**src/rtl/fetch_unit_basic_pkg.sv**
```systemverilog
// Shared RV core package: ISA opcodes plus
// fetch-stage message types and defaults.
package fetch_unit_basic_pkg;

  typedef enum logic [6:0] {
    OP_LUI    = 7'b0110111,
    OP_AUIPC  = 7'b0010111,
    OP_JAL    = 7'b1101111,
    OP_JALR   = 7'b1100111,
    OP_BRANCH = 7'b1100011,
    OP_LOAD   = 7'b0000011,
    OP_STORE  = 7'b0100011,
    OP_IMM    = 7'b0010011,
    OP_REG    = 7'b0110011
  } rv_opcode_t;

  localparam logic [31:0] RST_ADDR = 32'h0000_0200;
  localparam int MAX_IN_FLIGHT = 2;

  typedef struct packed {
    logic [31:0] inst;
    logic [31:0] pc;
  } fetch_msg_t;

endpackage

```
**src/rtl/fetch_unit_basic_if.sv**
```systemverilog
// Fetch stage buses: memory request/response,
// decode handoff and squash/redirect.
interface fetch_unit_basic_if;
  logic        mem_req_val;
  logic        mem_req_rdy;
  logic [31:0] mem_req_addr;
  logic        mem_resp_val;
  logic        mem_resp_rdy;
  logic [31:0] mem_resp_data;
  logic        D_val;
  logic        D_rdy;
  logic [31:0] D_inst;
  logic [31:0] D_pc;
  logic        squash_val;
  logic [31:0] squash_target;

  modport master (
    output mem_req_val, mem_req_addr,
    input  mem_req_rdy,
    input  mem_resp_val, mem_resp_data,
    output mem_resp_rdy,
    output D_val, D_inst, D_pc,
    input  D_rdy,
    input  squash_val, squash_target
  );

  modport slave (
    input  mem_req_val, mem_req_addr,
    output mem_req_rdy,
    output mem_resp_val, mem_resp_data,
    input  mem_resp_rdy,
    input  D_val, D_inst, D_pc,
    output D_rdy,
    output squash_val, squash_target
  );
endinterface

```
**src/rtl/fetch_unit_basic_fifo.sv**
```systemverilog
// Depth-N synchronous FIFO with flush;
// used for the PC queue and response buffer.
module fetch_fifo #(
  parameter int WIDTH = 32,
  parameter int DEPTH = 2
) (
  input  logic                       clk,
  input  logic                       rst_n,
  input  logic                       i_flush,
  input  logic                       i_push,
  input  logic [WIDTH-1:0]           i_data,
  input  logic                       i_pop,
  output logic [WIDTH-1:0]           o_data,
  output logic [$clog2(DEPTH+1)-1:0] o_count
);
  localparam int AW = (DEPTH > 1) ? $clog2(DEPTH) : 1;
  localparam int CW = $clog2(DEPTH + 1);

  logic [WIDTH-1:0] r_mem [DEPTH];
  logic [AW-1:0]    r_wr;
  logic [AW-1:0]    r_rd;
  logic [CW-1:0]    r_cnt;

  function automatic logic [AW-1:0] f_inc(
    input logic [AW-1:0] p
  );
    return (p == AW'(DEPTH - 1)) ? '0 : p + 1'b1;
  endfunction

  // pointer and occupancy update; flush wins
  always_ff @(posedge clk or negedge rst_n) begin
    if (!rst_n) begin
      r_wr  <= '0;
      r_rd  <= '0;
      r_cnt <= '0;
    end else if (i_flush) begin
      r_wr  <= '0;
      r_rd  <= '0;
      r_cnt <= '0;
    end else begin
      if (i_push) r_wr <= f_inc(r_wr);
      if (i_pop)  r_rd <= f_inc(r_rd);
      r_cnt <= r_cnt + CW'(i_push) - CW'(i_pop);
    end
  end

  // storage needs no reset; occupancy gates it
  always_ff @(posedge clk) begin
    if (i_push && !i_flush) r_mem[r_wr] <= i_data;
  end

  assign o_data  = r_mem[r_rd];
  assign o_count = r_cnt;
endmodule

```
**src/rtl/fetch_unit_basic.sv**
```systemverilog
// Fetch stage: PC, credit-limited memory requests,
// in-order response buffer and squash handling.
module fetch_unit_basic
  import fetch_unit_basic_pkg::*;
#(
  parameter logic [31:0] p_rst_addr      = RST_ADDR,
  parameter int          p_max_in_flight = MAX_IN_FLIGHT
) (
  input logic                 clk,
  input logic                 rst,
  fetch_unit_basic_if.master  bus
);
  localparam int CW = $clog2(p_max_in_flight + 1);

  logic [31:0]   r_pc;
  logic [CW-1:0] r_in_flight;
  logic [CW-1:0] r_drop;
  logic          r_run;

  logic [CW-1:0] w_if_nxt;
  logic [CW-1:0] w_drop_nxt;
  logic [CW-1:0] w_pcq_cnt;
  logic [CW-1:0] w_rsp_cnt;
  logic [31:0]   w_pcq_head;
  logic [31:0]   w_resp_pc;
  logic [CW+1:0] w_sum;
  logic          w_credit;
  logic          w_sq;
  logic          w_req_fire;
  logic          w_resp_fire;
  logic          w_resp_keep;
  logic          w_out_fire;
  logic          w_pcq_empty;
  logic          w_pcq_push;
  logic          w_pcq_pop;
  fetch_msg_t    w_push_msg;
  fetch_msg_t    w_head;

  assign w_sq  = bus.squash_val;
  assign w_sum = {2'b00, r_in_flight}
               + {2'b00, r_drop}
               + {2'b00, w_rsp_cnt};
  assign w_credit =
    w_sum < (CW+2)'(p_max_in_flight);

  assign bus.mem_req_val  = r_run & !w_sq & w_credit;
  assign bus.mem_req_addr = r_pc;
  assign bus.mem_resp_rdy = r_run;

  assign w_req_fire  = bus.mem_req_val
                     & bus.mem_req_rdy;
  assign w_resp_fire = bus.mem_resp_val & r_run;
  assign w_resp_keep = w_resp_fire
                     & (r_drop == '0) & !w_sq;

  // a response with an empty PC queue belongs to
  // the request firing this same cycle
  assign w_pcq_empty = (w_pcq_cnt == '0);
  assign w_resp_pc   = w_pcq_empty ? r_pc : w_pcq_head;
  assign w_pcq_push  = w_req_fire
                     & !(w_resp_keep & w_pcq_empty);
  assign w_pcq_pop   = w_resp_keep & !w_pcq_empty;

  assign w_push_msg.inst = bus.mem_resp_data;
  assign w_push_msg.pc   = w_resp_pc;

  assign bus.D_val  = (w_rsp_cnt != '0) & !w_sq;
  assign bus.D_inst = w_head.inst;
  assign bus.D_pc   = w_head.pc;
  assign w_out_fire = bus.D_val & bus.D_rdy;

  fetch_fifo #(
    .WIDTH (32),
    .DEPTH (p_max_in_flight)
  ) u_pcq (
    .clk     (clk),
    .rst_n   (rst),
    .i_flush (w_sq),
    .i_push  (w_pcq_push),
    .i_data  (r_pc),
    .i_pop   (w_pcq_pop),
    .o_data  (w_pcq_head),
    .o_count (w_pcq_cnt)
  );

  fetch_fifo #(
    .WIDTH ($bits(fetch_msg_t)),
    .DEPTH (p_max_in_flight)
  ) u_rspq (
    .clk     (clk),
    .rst_n   (rst),
    .i_flush (w_sq),
    .i_push  (w_resp_keep),
    .i_data  (w_push_msg),
    .i_pop   (w_out_fire),
    .o_data  (w_head),
    .o_count (w_rsp_cnt)
  );

  // in-flight and drop counters; squash moves
  // all outstanding requests into drop
  always_comb begin
    w_if_nxt   = r_in_flight;
    w_drop_nxt = r_drop;
    if (w_sq) begin
      w_if_nxt   = '0;
      w_drop_nxt = r_drop + r_in_flight
                 - CW'(w_resp_fire);
    end else begin
      if (w_resp_fire && r_drop != '0)
        w_drop_nxt = r_drop - 1'b1;
      w_if_nxt = r_in_flight + CW'(w_req_fire)
               - CW'(w_resp_keep);
    end
  end

  // PC, counters and run flag
  always_ff @(posedge clk or negedge rst) begin
    if (!rst) begin
      r_pc        <= p_rst_addr;
      r_in_flight <= '0;
      r_drop      <= '0;
      r_run       <= 1'b0;
    end else begin
      r_run       <= 1'b1;
      r_in_flight <= w_if_nxt;
      r_drop      <= w_drop_nxt;
      if (w_sq)
        r_pc <= bus.squash_target & ~32'd3;
      else if (w_req_fire)
        r_pc <= r_pc + 32'd4;
    end
  end
endmodule

```
**src/flat_wrapper.sv**
```systemverilog
// flat-port wrapper written by rule: the top's interface ports become plain ports
module fetch_unit_basic_flat import fetch_unit_basic_pkg::*;
#(
  parameter logic [31:0] p_rst_addr      = RST_ADDR,
  parameter int          p_max_in_flight = MAX_IN_FLIGHT
)
  (clk, rst, bus_mem_req_val, bus_mem_req_addr, bus_mem_req_rdy, bus_mem_resp_val, bus_mem_resp_data, bus_mem_resp_rdy, bus_D_val, bus_D_inst, bus_D_pc, bus_D_rdy, bus_squash_val, bus_squash_target);
  fetch_unit_basic_if bus_i ();
  input logic clk;
  input logic rst;
  output wire logic [$bits(bus_i.mem_req_val)-1:0] bus_mem_req_val;
  output wire logic [$bits(bus_i.mem_req_addr)-1:0] bus_mem_req_addr;
  input wire logic [$bits(bus_i.mem_req_rdy)-1:0] bus_mem_req_rdy;
  input wire logic [$bits(bus_i.mem_resp_val)-1:0] bus_mem_resp_val;
  input wire logic [$bits(bus_i.mem_resp_data)-1:0] bus_mem_resp_data;
  output wire logic [$bits(bus_i.mem_resp_rdy)-1:0] bus_mem_resp_rdy;
  output wire logic [$bits(bus_i.D_val)-1:0] bus_D_val;
  output wire logic [$bits(bus_i.D_inst)-1:0] bus_D_inst;
  output wire logic [$bits(bus_i.D_pc)-1:0] bus_D_pc;
  input wire logic [$bits(bus_i.D_rdy)-1:0] bus_D_rdy;
  input wire logic [$bits(bus_i.squash_val)-1:0] bus_squash_val;
  input wire logic [$bits(bus_i.squash_target)-1:0] bus_squash_target;
  assign bus_mem_req_val = bus_i.mem_req_val;
  assign bus_mem_req_addr = bus_i.mem_req_addr;
  assign bus_i.mem_req_rdy = bus_mem_req_rdy;
  assign bus_i.mem_resp_val = bus_mem_resp_val;
  assign bus_i.mem_resp_data = bus_mem_resp_data;
  assign bus_mem_resp_rdy = bus_i.mem_resp_rdy;
  assign bus_D_val = bus_i.D_val;
  assign bus_D_inst = bus_i.D_inst;
  assign bus_D_pc = bus_i.D_pc;
  assign bus_i.D_rdy = bus_D_rdy;
  assign bus_i.squash_val = bus_squash_val;
  assign bus_i.squash_target = bus_squash_target;
  fetch_unit_basic #(.p_rst_addr(p_rst_addr), .p_max_in_flight(p_max_in_flight)) u_core (.clk(clk), .rst(rst), .bus(bus_i));
endmodule
```
**config.mk**
```make
export PLATFORM = sky130hd
export DESIGN_NAME = fetch_unit_basic_flat
export DESIGN_NICKNAME = d
export VERILOG_FILES = /design/src/rtl/fetch_unit_basic_pkg.sv /design/src/rtl/fetch_unit_basic_if.sv /design/src/rtl/fetch_unit_basic_fifo.sv /design/src/rtl/fetch_unit_basic.sv /design/src/flat_wrapper.sv
export SDC_FILE = /design/constraint.sdc
export NUM_CORES = 1
export LEC_CHECK = 0
export CORE_ASPECT_RATIO = 0.75
export CORE_MARGIN = 2
export CORE_UTILIZATION = 47
export CTS_CLUSTER_DIAMETER = 50
export DETAILED_ROUTE_END_ITERATION = 8
export PLACE_DENSITY = 0.72
export RECOVER_POWER = 25
export SLEW_MARGIN = 20
export SYNTH_ARGS = -nofsm -noshare
export SYNTH_HDL_FRONTEND = slang
export SYNTH_SLANG_ARGS = --single-unit
```
**constraint.sdc**
```tcl
create_clock -name clk -period 11.5 [get_ports clk]
set_input_delay 2.3 -clock clk [delete_from_list [all_inputs] [get_ports clk]]
set_output_delay 2.3 -clock clk [all_outputs]
set_load 0.005 [all_outputs]
```
==> flow_summary.toml, run 1 <==
[status]
status = "finished with violations"
violations = "capacitance limit, slew limit"

[grt]
gr-total-overflow = 0
grt_max_degree = 54
grt_pass1_vias = 6078
antenna_found_initial = 0
track_usage = 0.197
grt_pass1_wl_mm = 33.5

[power]
power_density_mw_per_mm2 = 177
p_leak_uw = 0.00443
vdd_drop_max_mv = 0.102

[placement]
gp_congestion = 0.864
hpwl_mm = 14.1
placed_area_mm2 = 0.0116
portBuffers = 162

[timing]
relSlewSlack = -0.658
period_minus_slack_ns = 6.19
tightest_slew_ns = 2.49
max_freq_mhz = 162
final.setup_skew_ns = 0.00947
setup-tns-final_ns = 0
rsz0062_at_grt = "no"
post-route-period-util = 0.538
final-hold-violation-count = 0
slew_violations = 77
finalSetupViolations = 0

[cts]
cts-root-buf = "clkbuf_16"
cts.sinks = 227
clkTransAtPathRegs_ns = 0.06
htreeDepth = 1
holdBufCountCts = 0
cts_buffers = 24
cts_tree = "done"
worstSkewPairLatency_ns = 0.51
postCtsSetupRepairBufs = 0
clk_path_buf_depth = 3
ctsResizeCount = 0

[detailed_routing]
drc_errors = 0
antenna_left = 0
vias_per_cell = 5.56
dr.pass1.iters = 4
totalWireLength_mm = 21.5
drt-initial-drc-count = 516
wl_per_cell_um = 19.5
dr_total_vias = 6153

[logic_synthesis]
seq_area_frac_synth = 0.680
synthCells = 665
async_flop_share = 0.189
ys_warn_count = 0
synth_cell_types = 60
ys_ff_latch = 227
syn_avg_cell_area_um2 = 14.6
synth_top_flop_cell = "edfxtp_1"
netlist_area_mm2 = 0.00971
synth_edf_count = 184

[worst_setup_path]
crit_chain = "buf_2 -> nor2b_2 -> and4_1 -> clkdlybuf4s50_1"
cp_slowest_cell = "buf_2"
crit_arrival_ns = 3.89
critical_path_required_ns = 9.20
timing.rr.start = "u_core.r_drop[0]"
critPathLaunchType = "input port"
ff2ff_setup_slack_ns = 6.99
cp_top_family = "buffers and inverters"
end_kind = "output port"
slowest_delay_ns = 0.73
cp_num_buf_inv = 2
critical_path.max_fanout = 51
worstRegToRegCells = 11
crit_type = "input port to output port"
reg2reg_to = "u_core.u_pcq.r_mem[1][21]"

[floorplan]
die-area_mm2 = 0.0218
initial_core_util = 0.479
die_y_um = 128
ioPinCount = 169
rows = 45
core_area_mm2 = 0.0203
die_x_um = 170

[hold_path]
hold_depth = 1
min_from = "u_core.u_pcq.r_wr"
whs_endpoint = "u_core.u_pcq.r_wr"
min_path_type = "flip-flop to flip-flop"

[cells_and_area]
diodes = 0
fin_area_mm2 = 0.0124
synthToLayoutAreaGrowth_pct = 27.8
final_cell_mix = "edfxtp_1 (184), clkdlybuf4s50_1 (160), nand2_1 (68)"
mostFrequentLayoutCell = "edfxtp_1"
layout.nets = 915
drive_above_1_share = 0.151

[run]
cap_violations = 2
[area by class of cell]
class	count	area (um2)
clock buffer	34	689
clock inverter	10	155
fill	1506	7860
inverter	24	90.1
multi-input combinational	385	2890
sequential	227	6600
tap	258	323
timing repair buffer	168	1660
[how the worst max path moves through the flow]
stage                   start                         end  cells past startpoint
2_1_floorplan  bus_squash_val  u_core.u_rspq.r_mem[0][10]                      3
3_3_place_gp   bus_squash_val             bus_mem_req_val                      4
3_5_place_dp   bus_squash_val             bus_mem_req_val                      4
4_1_cts        bus_squash_val             bus_mem_req_val                      4
5_1_grt        bus_squash_val             bus_mem_req_val                      4
6_report       bus_squash_val             bus_mem_req_val                      4
[cells by family (layout without fill, tap and decap cells)]
family	count (synthesis)	in the layout	share of synthesized area
AO/OA/AOI/OAI	100	100	0.0677
XOR/XNOR	10	10	0.00902
adder cells (fa/ha/maj)	15	15	0.0209
buffers and inverters	56	236	0.0250
flip-flops	227	227	0.680
multiplexers	97	97	0.108
other	2	5	0.000774
AND/OR/NAND/NOR	158	158	0.0883
[metal layers]
metal	global-route usage	wire, um	vias to the layer above
met5	0	0	-
met4	0.0644	566	0
met3	0.0397	1690	35
met2	0.311	9720	272
met1	0.277	9550	3003
li1	-	-	2843
[registers in the layout, summed over array words and instances (netlist names)]
| signal | count |
|---|---|
| u_core.u_pcq.r_rd | 1 |
| u_core.u_rspq.r_wr | 1 |
| u_core.u_pcq.o_count | 2 |
| u_core.bus.mem_req_addr | 30 |
| u_core.bus.mem_resp_rdy | 1 |
| u_core.r_drop | 2 |
| u_core.r_in_flight | 2 |
| u_core.u_rspq.r_rd | 1 |
| u_core.u_pcq.r_wr | 1 |
| u_core.u_rspq.r_mem | 124 |
| u_core.u_pcq.r_mem | 60 |
| u_core.u_rspq.o_count | 2 |
[power by group]
group,total [uW],leakage (uW),switching (uW),internal [uW]
sequential,1030,0.00220,63.5,969
clock,815,0.000411,308,507
combinational,352,0.00182,173,179
[synth_stat cells, types with 2 or more instances]
| cell | number | area share |
|---|---|---|
| nand4_1 | 9 | 0.0058 |
| nand3_1 | 12 | 0.0062 |
| and3_1 | 5 | 0.0032 |
| a21o_1 | 5 | 0.0039 |
| xor2_1 | 4 | 0.0036 |
| nand3_4 | 2 | 0.0036 |
| nand2_1 | 68 | 0.026 |
| nor3_1 | 12 | 0.0062 |
| or3_1 | 3 | 0.0019 |
| mux2_2 | 62 | 0.072 |
| nor2b_1 | 5 | 0.0032 |
| conb_1 | 2 | 0.00077 |
| nand3b_1 | 2 | 0.0015 |
| and2_1 | 3 | 0.0019 |
| o31a_1 | 2 | 0.0018 |
| inv_1 | 23 | 0.0089 |
| o21ai_1 | 7 | 0.0036 |
| a221o_1 | 10 | 0.010 |
| nand4_4 | 2 | 0.0044 |
| o311ai_1 | 8 | 0.0072 |
| and4_1 | 2 | 0.0018 |
| clkbuf_1 | 18 | 0.0070 |
| buf_1 | 3 | 0.0012 |
| mux2i_1 | 34 | 0.035 |
| o311ai_0 | 3 | 0.0027 |
| nor4_1 | 4 | 0.0026 |
| a21oi_1 | 10 | 0.0052 |
| dfrtp_1 | 42 | 0.11 |
| fa_1 | 2 | 0.0041 |
| nor2_1 | 17 | 0.0066 |
| xnor2_1 | 6 | 0.0054 |
| or4_1 | 2 | 0.0015 |
| buf_4 | 5 | 0.0039 |
| edfxtp_1 | 184 | 0.57 |
| o211ai_1 | 2 | 0.0015 |
| a32oi_1 | 2 | 0.0018 |
| ha_1 | 13 | 0.017 |
| o21ai_0 | 44 | 0.023 |
| buf_2 | 5 | 0.0026 |
[metrics by stage]
step / setup slack [ns] / std cells / hold slack, ns / power (uW) / utilization
global route: 5.22 / 1106 / 0.526 / 2290 / 0.612
detailed placement: 5.34 / 1062 / 0.498 / 1400 / 0.571
finish: 5.31 / 1106 / 0.506 / 2200 / 0.612
floorplan: 3.97 / 668 / 0.446 / 1220 / -
global placement: 5.39 / 1062 / 0.480 / 1380 / 0.571
CTS: 5.33 / 1106 / 0.508 / 2220 / 0.612
No activity file was read; power rests on OpenSTA's default activity.
==> run 2: changes to the inputs <==
==> constraint.sdc (replaced) <==
create_clock -name clk -period 6.3 [get_ports clk]
set_input_delay 1.26 -clock clk [delete_from_list [all_inputs] [get_ports clk]]
set_output_delay 1.26 -clock clk [all_outputs]
set_load 0.005 [all_outputs]
==> run 2 against run 1 <==
  * The flow still finishes with violations (capacitance limit, slew limit)
  * Final area fell by 0.63%
  * Clock-buffer cell count grew 1
  * Utilization shrank 0.38 points
  * Worst setup slack worse by 3.5 ns
  * First-iteration DRC count rose by 10%
  * Via count increased by 0.49%
  * Global-route usage hardly changed
  * Combinational power rose by 82%
  * Worst hold slack better by 0.036 ns
  * Critical path depth up 7
  * Critical endpoint is now u_core.u_pcq.r_mem[0][19]
==> flow_summary.toml, run 2 (synthesis results as in run 1) <==
[status]
status = "finished with violations"
violations = "capacitance limit, slew limit"

[hold_path]
min_from = "u_core.u_pcq.r_wr"
hold_depth = 1
min_path_type = "flip-flop to flip-flop"
whs_endpoint = "u_core.u_pcq.r_wr"

[worst_setup_path]
worstRegToRegCells = 11
timing.rr.start = "u_core.r_drop[0]"
critPathLaunchType = "flip-flop"
critical_path_required_ns = 6.48
reg2reg_to = "u_core.u_pcq.r_mem[0][19]"
crit_arrival_ns = 4.65
crit_type = "flip-flop to flip-flop"
ff2ff_setup_slack_ns = 1.83
critical_path.max_fanout = 25
end_kind = "flip-flop"

[cts]
clk_path_buf_depth = 3
cts_tree = "done"
clkTransAtPathRegs_ns = 0.06
holdBufCountCts = 0
worstSkewPairLatency_ns = 0.51
cts_buffers = 25
htreeDepth = 1
ctsResizeCount = 0
cts.sinks = 227
cts-root-buf = "clkbuf_16"
postCtsSetupRepairBufs = 0

[cells_and_area]
layout.nets = 917
synthToLayoutAreaGrowth_pct = 27.0
top_register = "u_core.u_rspq.r_mem"
largest_reg_flops = 124
mostFrequentLayoutCell = "edfxtp_1"
final_cell_mix = "edfxtp_1 (184), clkdlybuf4s50_1 (143), nand2_1 (68)"
drive_above_1_share = 0.147
fin_area_mm2 = 0.0123
diodes = 0

[placement]
portBuffers = 162
placed_area_mm2 = 0.0116
gp_congestion = 0.859
place_ws_ns = 1.81
hpwl_mm = 14.0

[timing]
worst_slack_ns = 1.83
finalSetupViolations = 0
final-hold-violation-count = 0
hold_slack_ns = 0.541
max_freq_mhz = 224
slew_violations = 44
period_minus_slack_ns = 4.47
setup-tns-final_ns = 0
tightest_slew_ns = 2.53
rsz0062_at_grt = "no"
relSlewSlack = -0.689
final.setup_skew_ns = 0.00654
post-route-period-util = 0.709

[grt]
track_usage = 0.196
grt_max_degree = 63
antenna_found_initial = 0
grt_pass1_vias = 6207
gr-total-overflow = 0
grt_pass1_wl_mm = 33.5

[floorplan]
core_area_mm2 = 0.0203
ioPinCount = 169
die-area_mm2 = 0.0218
die_x_um = 170
initial_core_util = 0.479
rows = 45
die_y_um = 128

[power]
power_density_mw_per_mm2 = 314
p_leak_uw = 0.00438
vdd_drop_max_mv = 0.175

[detailed_routing]
vias_per_cell = 5.58
wl_per_cell_um = 19.3
dr_wl_met3_mm = 1.47
antenna_left = 0
wl_met2_mm = 10.0
drc_errors = 0
drt-initial-drc-count = 570
routed.top_layer = "met4"
dr.pass1.iters = 5
totalWireLength_mm = 21.4
dr_total_vias = 6183
met1_length_mm = 9.45

[run]
cap_violations = 1
[run 2: worst max-delay path by stage]
stage	startpoint	endpoint	slack, ns	depth (start not counted)
final	u_core.r_drop[0]	u_core.u_pcq.r_mem[0][19]	1.83	11
after global routing	u_core.r_drop[0]	u_core.u_pcq.r_mem[0][16]	1.57	11
after CTS	u_core.r_drop[0]	u_core.u_pcq.r_mem[0][16]	1.82	11
after detailed placement	bus_mem_req_rdy	u_core.u_pcq.r_mem[0][19]	1.81	7
after global placement	bus_mem_req_rdy	u_core.u_pcq.r_mem[0][22]	2.01	7
after floorplan	bus_squash_val	u_core.u_rspq.r_mem[0][10]	1.71	3
[run 2: area by class of cell]
cell class	instances	area (um2)
Fill cell	1558	7940
Sequential cell	227	6610
Multi-Input combinational cell	385	2900
Timing Repair Buffer	169	1660
Clock buffer	35	663
Tap cell	258	323
Inverter	24	90.1
Clock inverter	10	87.6
[run 2: routing by layer]
layer	GRT usage	vias up
met5	0	-
met4	0.0578	0
met3	0.0348	41
met2	0.320	270
met1	0.274	3025
li1	-	2847
[run 2: where the power goes]
group,internal [uW],switching (uW)
clock,779,566
sequential,1770,116
combinational,326,313
total,2870,995
[run 2: critical path, stage by stage (launching register included)]
cell and delay, ns:
dfrtp_1 0.42, ha_1 0.23, fa_1 0.51, inv_1 0.06, fa_1 0.44, nand2_1 0.13
and4_4 0.28, nand2_2 0.30, inv_2 0.45, o21ai_1 0.27, nor2_2 0.58, buf_4 0.44
[run 2: stage by stage]
| stage | utilization | power, uW | instances |
|---|---|---|---|
| final | 0.608 | 3870 | 1108 |
| after global routing | 0.608 | 4030 | 1108 |
| after CTS | 0.608 | 3900 | 1108 |
| after detailed placement | 0.571 | 2560 | 1063 |
| after global placement | 0.571 | 2520 | 1063 |
| after floorplan | - | 2230 | 668 |
==> run 3: changes to the inputs <==
--- a/config.mk
+++ b/config.mk
@@ -10,7 +10,7 @@
 export CORE_UTILIZATION = 47
 export CTS_CLUSTER_DIAMETER = 50
 export DETAILED_ROUTE_END_ITERATION = 8
-export PLACE_DENSITY = 0.72
+export PLACE_DENSITY = 0.75
 export RECOVER_POWER = 25
 export SLEW_MARGIN = 20
 export SYNTH_ARGS = -nofsm -noshare
==> constraint.sdc (replaced) <==
create_clock -name clk -period 3.9 [get_ports clk]
set_input_delay 0.78 -clock clk [delete_from_list [all_inputs] [get_ports clk]]
set_output_delay 0.78 -clock clk [all_outputs]
set_load 0.005 [all_outputs]
==> run 3 against run 2 <==
  * Clock-buffer cell count fell by 3
  * Cell count rose by 0.99%
  * Sequential share of layout area fell by 0.83 points
  * Worst setup slack got worse by 1.7 ns
  * Wire length fell by 0.56%
  * Worst hold slack got worse by 0.040 ns
  * The flow still finishes with violations (capacitance limit, slew limit)
  * Non-clock buffer count rose by 10
  * Critical path depth fell by 5
  * Via count fell by 1.2%
==> flow_summary.toml, run 3 (synthesis results as in run 1) <==
[detailed_routing]
dr.pass1.iters = 5
dr_total_vias = 6108
wl_per_cell_um = 19.0
antenna_left = 0
totalWireLength_mm = 21.3
vias_per_cell = 5.46
drt-initial-drc-count = 460
drc_errors = 0

[timing]
hold_slack_ns = 0.501
period_minus_slack_ns = 3.80
final-hold-violation-count = 0
setup-tns-final_ns = 0
finalSetupViolations = 0
max_freq_mhz = 263
final.setup_skew_ns = 0.0114
slew_violations = 44
post-route-period-util = 0.973
relSlewSlack = -0.673
tightest_slew_ns = 2.51
rsz0062_at_grt = "no"

[floorplan]
die_y_um = 128
ioPinCount = 169
die_x_um = 170
core_area_mm2 = 0.0203
rows = 45
die-area_mm2 = 0.0218
initial_core_util = 0.479

[status]
status = "finished with violations"
violations = "capacitance limit, slew limit"

[worst_setup_path]
timing.rr.start = "u_core.r_drop[0]"
end_kind = "output port"
crit_start = "u_core.r_drop[0]"
crit_type = "flip-flop to output port"
critPathLaunchType = "flip-flop"
critical_path_required_ns = 3.12
crit_arrival_ns = 3.02
critical_path.max_fanout = 4

[cells_and_area]
drive_above_1_share = 0.173
fill_cells = 1516
largest_reg_flops = 124
top_register = "u_core.u_rspq.r_mem"
layout.nets = 927
synthToLayoutAreaGrowth_pct = 29.0
seq_area_mm2 = 0.00661
final_cell_mix = "edfxtp_1 (184), clkdlybuf4s50_1 (143), nand2_1 (67)"
multi_input_area_mm2 = 0.00291
fin_util = 0.618
diodes = 0
mostFrequentLayoutCell = "edfxtp_1"
fin_area_mm2 = 0.0125

[cts]
htreeDepth = 1
cts-root-buf = "clkbuf_16"
ctsResizeCount = 0
worstSkewPairLatency_ns = 0.52
clk_path_buf_depth = 3
cts.sinks = 227
cts_buffers = 25
holdBufCountCts = 0
clkTransAtPathRegs_ns = 0.06
postCtsSetupRepairBufs = 0
cts_tree = "done"

[run]
cap_violations = 1

[placement]
gp_congestion = 0.835
portBuffers = 162
hpwl_mm = 13.8
placed_area_mm2 = 0.0117

[hold_path]
min_path_type = "flip-flop to flip-flop"
min_from = "u_core.u_pcq.r_wr"

[grt]
track_usage = 0.193
grt_pass1_vias = 5933
antenna_found_initial = 0
gr-total-overflow = 0
grt_pass1_wl_mm = 32.4
grt_max_degree = 45

[power]
p_leak_uw = 0.00451
fin_total_pwr_uw = 6470
power_density_mw_per_mm2 = 517
vdd_drop_max_mv = 0.316
[run 3: metal layers]
metal	GRT usage	wire length (um)
met5	0	0
met3	0.0345	1360
met1	0.271	9650
met2	0.312	9700
met4	0.0613	593
[run 3: stage by stage]
step,instances,worst slack (ns)
floorplan,668,-0.167
finish,1119,0.104
detailed placement,1073,0.596
global placement,1073,0.596
CTS,1119,0.0326
global route,1119,0.0268
[run 3: path summary, 6_finish.rpt]
kind / endpoint / slack [ns] / cells past startpoint
min in group asynchronous: u_core.u_pcq.r_rd / 1.03 / 1
worst min-delay path: u_core.u_pcq.r_wr / 0.50 / 1
worst max-delay path: bus_mem_req_val / 0.10 / 6
worst max register to register: u_core.u_pcq.r_mem[1][7] / 0.70 / 10
worst min register to register: u_core.u_pcq.r_wr / 0.50 / 1
max in group asynchronous: u_core.u_rspq.r_rd / 1.27 / 1
[run 3: area by class of cell]
type                       count  share of cell area
tap                          258              0.0258
multi-input combinational    385               0.232
timing repair buffer         179               0.140
inverter                      24             0.00719
sequential                   227               0.527
clock inverter                14              0.0119
clock buffer                  32              0.0560
[run 3: critical path, stage by stage, from the launching register on]
cell	delay (ns)
dfrtp_1	0.43
ha_1	0.23
fa_1	0.50
inv_1	0.06
fa_2	0.55
and4_4	0.21
clkdlybuf4s50_1	0.50
[run 3: report_power, final]
part / internal [uW] / leakage (uW) / total [uW] / switching (uW)
registers: 2860 / 0.00220 / 3040 / 182
logic: 545 / 0.00188 / 1050 / 507
clock network: 1420 / 0.000422 / 2380 / 959
